File: src/rtl/dmem_arbiter.sv
// Two-port (A: CPU, B: loader/debug) arbiter for a single-port data memory: round-robin on ties, bounded lock for atomic sequences.
// Optional per-port grant / conflict counters when DMEM_ARB_STATS_EN is defined.
module dmem_arbiter #(
    parameter int DW       = 32,
    parameter int AW       = 32,
    parameter int LOCK_MAX = 8
) (
    input  logic          clk,
    input  logic          reset_n,
    input  logic          a_req,
    input  logic          a_we,
    input  logic [AW-1:0] a_addr,
    input  logic [DW-1:0] a_wdata,
    input  logic          a_lock,
    output logic          a_gnt,
    output logic          a_rvalid,
    output logic [DW-1:0] a_rdata,
    input  logic          b_req,
    input  logic          b_we,
    input  logic [AW-1:0] b_addr,
    input  logic [DW-1:0] b_wdata,
    input  logic          b_lock,
    output logic          b_gnt,
    output logic          b_rvalid,
    output logic [DW-1:0] b_rdata,
    output logic          mem_we,
    output logic [AW-1:0] mem_addr,
    output logic [DW-1:0] mem_wdata,
    input  logic [DW-1:0] mem_rdata,
    output logic          owner
`ifdef DMEM_ARB_STATS_EN
    ,
    output logic [15:0]   stat_a_cnt,
    output logic [15:0]   stat_b_cnt,
    output logic [15:0]   stat_conflict_cnt
`endif
);

    typedef enum logic [1:0] {IDLE, LOCK_A, LOCK_B} state_t;

    localparam int CW = $clog2(LOCK_MAX);
    localparam logic [CW-1:0] CNT_LAST = CW'(LOCK_MAX - 1);

    state_t        state;
    logic [CW-1:0] lock_cnt;

    // owner is the last winner, so on a tie the other port goes next.
    always_comb begin
        a_gnt = 1'b0;
        b_gnt = 1'b0;
        if (reset_n) begin
            case (state)
                IDLE: begin
                    if (a_req && b_req) begin
                        a_gnt = owner;
                        b_gnt = !owner;
                    end else begin
                        a_gnt = a_req;
                        b_gnt = b_req;
                    end
                end
                LOCK_A:  a_gnt = a_req;
                LOCK_B:  b_gnt = b_req;
                default: ;
            endcase
        end
    end

    assign mem_we    = (a_gnt & a_we) | (b_gnt & b_we);
    assign mem_addr  = b_gnt ? b_addr  : a_addr;
    assign mem_wdata = b_gnt ? b_wdata : a_wdata;

    always_ff @(posedge clk) begin
        if (!reset_n) begin
            state    <= IDLE;
            lock_cnt <= '0;
            owner    <= 1'b1;
            a_rvalid <= 1'b0;
            b_rvalid <= 1'b0;
            a_rdata  <= '0;
            b_rdata  <= '0;
        end else begin
            a_rvalid <= a_gnt & ~a_we;
            b_rvalid <= b_gnt & ~b_we;
            if (a_gnt && !a_we) a_rdata <= mem_rdata;
            if (b_gnt && !b_we) b_rdata <= mem_rdata;

            if (a_gnt)      owner <= 1'b0;
            else if (b_gnt) owner <= 1'b1;

            case (state)
                IDLE: begin
                    lock_cnt <= '0;
                    if (a_gnt && a_lock)      state <= LOCK_A;
                    else if (b_gnt && b_lock) state <= LOCK_B;
                end
                LOCK_A: begin
                    // Forced release bounds how long B can be starved.
                    if (!a_lock || (lock_cnt == CNT_LAST && b_req)) begin
                        state    <= IDLE;
                        owner    <= 1'b0;
                        lock_cnt <= '0;
                    end else if (b_req) begin
                        lock_cnt <= lock_cnt + 1'b1;
                    end
                end
                LOCK_B: begin
                    if (!b_lock || (lock_cnt == CNT_LAST && a_req)) begin
                        state    <= IDLE;
                        owner    <= 1'b1;
                        lock_cnt <= '0;
                    end else if (a_req) begin
                        lock_cnt <= lock_cnt + 1'b1;
                    end
                end
                default: begin
                    state    <= IDLE;
                    lock_cnt <= '0;
                end
            endcase
        end
    end

`ifdef DMEM_ARB_STATS_EN
    always_ff @(posedge clk) begin
        if (!reset_n) begin
            stat_a_cnt        <= '0;
            stat_b_cnt        <= '0;
            stat_conflict_cnt <= '0;
        end else begin
            if (a_gnt && stat_a_cnt != 16'hFFFF) stat_a_cnt <= stat_a_cnt + 16'd1;
            if (b_gnt && stat_b_cnt != 16'hFFFF) stat_b_cnt <= stat_b_cnt + 16'd1;
            if (a_req && b_req && stat_conflict_cnt != 16'hFFFF)
                stat_conflict_cnt <= stat_conflict_cnt + 16'd1;
        end
    end
`endif

endmodule

File: config.mk
export PLATFORM = sky130hd
export DESIGN_NAME = dmem_arbiter
export DESIGN_NICKNAME = d
export VERILOG_FILES = /design/src/rtl/dmem_arbiter.sv
export SDC_FILE = /design/constraint.sdc
export NUM_CORES = 1
export LEC_CHECK = 0
export CAP_MARGIN = 5
export CORE_AREA = 2 2 118 120
export CTS_CLUSTER_SIZE = 12
export DETAILED_ROUTE_END_ITERATION = 8
export DIE_AREA = 0 0 120 122
export PLACE_DENSITY_LB_ADDON = 0.3
export SYNTH_ARGS = -nofsm -noshare
export SYNTH_HDL_FRONTEND = slang
export SYNTH_SLANG_ARGS = --single-unit
File: constraint.sdc
create_clock -name clk -period 2.35 [get_ports clk]
set_input_delay 0.705 -clock clk [delete_from_list [all_inputs] [get_ports clk]]
set_output_delay 0.705 -clock clk [all_outputs]
set_load 0.005 [all_outputs]
==> impl_results.md <==
* FILL cells at between 1000 and 1500
* Cell taking the most area after synthesis: dfxtp_1
* Max Slew Vio Count at 0
* Final worst setup slack at -0.344 ns
* Main synth FF type: dfxtp_1
* RSZ-0062 raised after global routing: yes
* FF-to-FF path depth at 11
* Residual DRC at 0
* Vias at 4753
* Startpoint Class: flip-flop
* Peak VDD IR at 430 uV
* Crit path kind: reg -> out
* Final min period at 2.69 ns
* Hold WS at around 0.45 ns
* Max-Cap Viols at 0
* Clock Sinks at 72
* R2R Path End: a_rdata[2]
* Hold Startpoint: b_rdata[8]
* ANT cells at 0
* Longest Clk Path Bufs at 2
* WP data arrival at slightly below 2 ns
* DPL Wire Length at ~13 mm
* Site Rows at 43
* Distinct cells, synth at 34
* Power, Total at 4.02 mW
* Per-cell routed wire length at roughly 18 um
* Max FO, Critical Path at 7
* Hold depth at 2
* Layout cells sized above 1 at around a third
* Total Neg Setup Slack at -16.93 ns
* DP Area at ~0.007 mm2
* Synth top area cells: dfxtp_1 40%, nand2_1 27%, mux2i_1 8.9%
* EDFF count, synth at 0
* Initial Util at 26.8%
* Total of warnings raised by yosys at 0
* Clk_lat worst skew at approximately 0.33 ns
* First-pass GRT wire length at 26.2 mm
* CTS tree: yes
* Synth top cells by count: 262 x nand2_1, 72 x dfxtp_1, 32 x mux2i_1, 32 x nor2b_1, 22 x o21ai_1
* Placer congestion estimate at about 0.86
* IO buf count at roughly 300
* Seq/Total Area, Yosys at 39.9%
* WL final at 18.5 mm
* Final hold violations at 0
* Design Area, Final at slightly above 0.008 mm2
* Max Fclk at between 0.3 and 0.4 GHz
* Register clock-pin slew on the reported worst setup and hold paths at ~0.06 ns
* Layout net count at ~1000
* Count leader, synth: nand2_1
* Post-Syn Nets at between 600 and 700
* DRT iter0 DRCs at 283
* R2R Path Start: state[0]
* Final ANT Viol Nets at 0
* Util after Layout at 60.4%
* Worst EP required at around 1.6 ns
* Worst R2R Setup Slack at between 0.3 and 0.4 ns
* Failing checks: negative setup slack
* Vias in the first global route at 4774
* H-tree depth at 3
* Hold Path Class: reg -> reg
* Mapped Avg Cell Area at between 7 and 8 um2
* Max transition margin at 60.6%
* Root buf cell: clkbuf_16
* Outcome: complete, but fails checks
* Mapped Area at ~0.0036 mm2
* Die area at 0.0146 mm2
* Gr ovfl total at 0
* Die width at 120 um
* 1st-pass router iterations at 5
* Hold endpoint: b_rdata[8]
* Core Area at 0.0135 mm2
* GRT Util Overall at a little under a quarter
* Area delta synth->final at 126%
* Die height at 122 um
* Seq cells post-synth at 72
* Crit path capture type: output port
* Pin count of the biggest net entering global routing at 67
* P per Cell Area at 493 mW/mm2
* Slew @ Worst Pin at 0.591 ns
* Via density at 4.59
* Tcrit/Tclk final at 115%
* Max Clock Skew at 0.00595 ns
* Post-synthesis cell count at 503
* Reg area at between 0.001 and 0.0015 mm2
* Total CTS buffers at 9
* LEAKAGE at about 3.5 nW
* Initial antenna violation count at 0
* Top cell type's share of synthesized area at 39.9%
* Final Setup Violations at 65
* Ports at 302
* Ys async rst share at 0%
* Multi-input gate area at 0.00253 mm2
## metrics by stage
stage	std cells	setup slack [ns]
5_1_grt	1036	-0.417
3_5_place_dp	986	-0.926
3_3_place_gp	986	-0.913
4_1_cts	1039	-0.429
2_1_floorplan	503	0.0953
6_report	1036	-0.344
## worst max-delay path, cell delays in order (launching register included)
cell      delay (ns)
dfxtp_2         0.33
inv_2           0.05
ha_4            0.16
a21boi_4        0.14
o211ai_4        0.24
buf_8           0.15
buf_8           0.13
buf_8           0.14
buf_4           0.11
nand2_2         0.03
nand2_1         0.06
buf_2           0.11
## timing repair
action                     4_1_cts  5_1_grt
setup endpoints to repair       67       67
resized for setup              370      150
hold buffers                     0        0
cloned                           8        1
setup buffers                   30        5
pin swaps                       54       67
## report_power, final
group | internal, mW | switching, mW | leakage, nW
sequential | 1.28 | 0.0305 | 0.586
combinational | 0.776 | 0.541 | 2.72
clock | 0.882 | 0.513 | 0.149
total | 2.94 | 1.08 | 3.45
## cells by family after synthesis
kind of cell,synth area share [%]
AO/OA/AOI/OAI,8.62
adder cells (fa/ha/maj),1.73
flip-flops,39.9
buffers and inverters,5.50
multiplexers,8.86
AND/OR/NAND/NOR,35.4
## cell type report
cell class              count  area share [%]
flip-flops and latches     72            17.7
clock buffers              12            3.15
repair buffers            369            44.4
well taps                 180            2.76
multi-input cells         394            31.1
clock inverters             4           0.629
inverters                   5           0.261
## worst max-delay path by stage
stage,from,endpoint,cells past startpoint
global route,state[0],mem_addr[30],11
floorplan,a_req,mem_addr[10],7
detailed placement,a_req,mem_addr[12],8
global placement,a_req,mem_addr[12],8
CTS,state[1],mem_wdata[0],12
finish,state[0],mem_wdata[10],11
## state kept, by name, summed over array words and instances, names as in the netlist
| name | count |
|---|---|
| b_rdata | 32 |
| lock_cnt | 3 |
| a_rdata | 32 |
| state | 2 |
| a_rvalid | 1 |
| owner | 1 |
| b_rvalid | 1 |
## layer usage
layer / wire length (um) / vias to the layer above / GRT usage, %
li1: - / 2295 / -
met1: 7490 / 2202 / 28.9
met2: 8760 / 233 / 37.4
met3: 1960 / 23 / 8.66
met4: 296 / 0 / 6.69
met5: 0 / - / 0
## cells in the final DEF, fill, tap and decap left out, drive strengths merged, types with 2 or more instances in the layout
cell,instances
nand2,262
nor2b,32
dfxtp,72
o22ai,2
o211ai,3
and2,2
inv,6
clkbuf,14
mux2i,32
nor3b,2
buf,136
ha,5
nor2,3
nand4,2
a21boi,5
o21ai,34
clkdlybuf4s50,231
nor3,2
(Power assumes the default switching activity.)
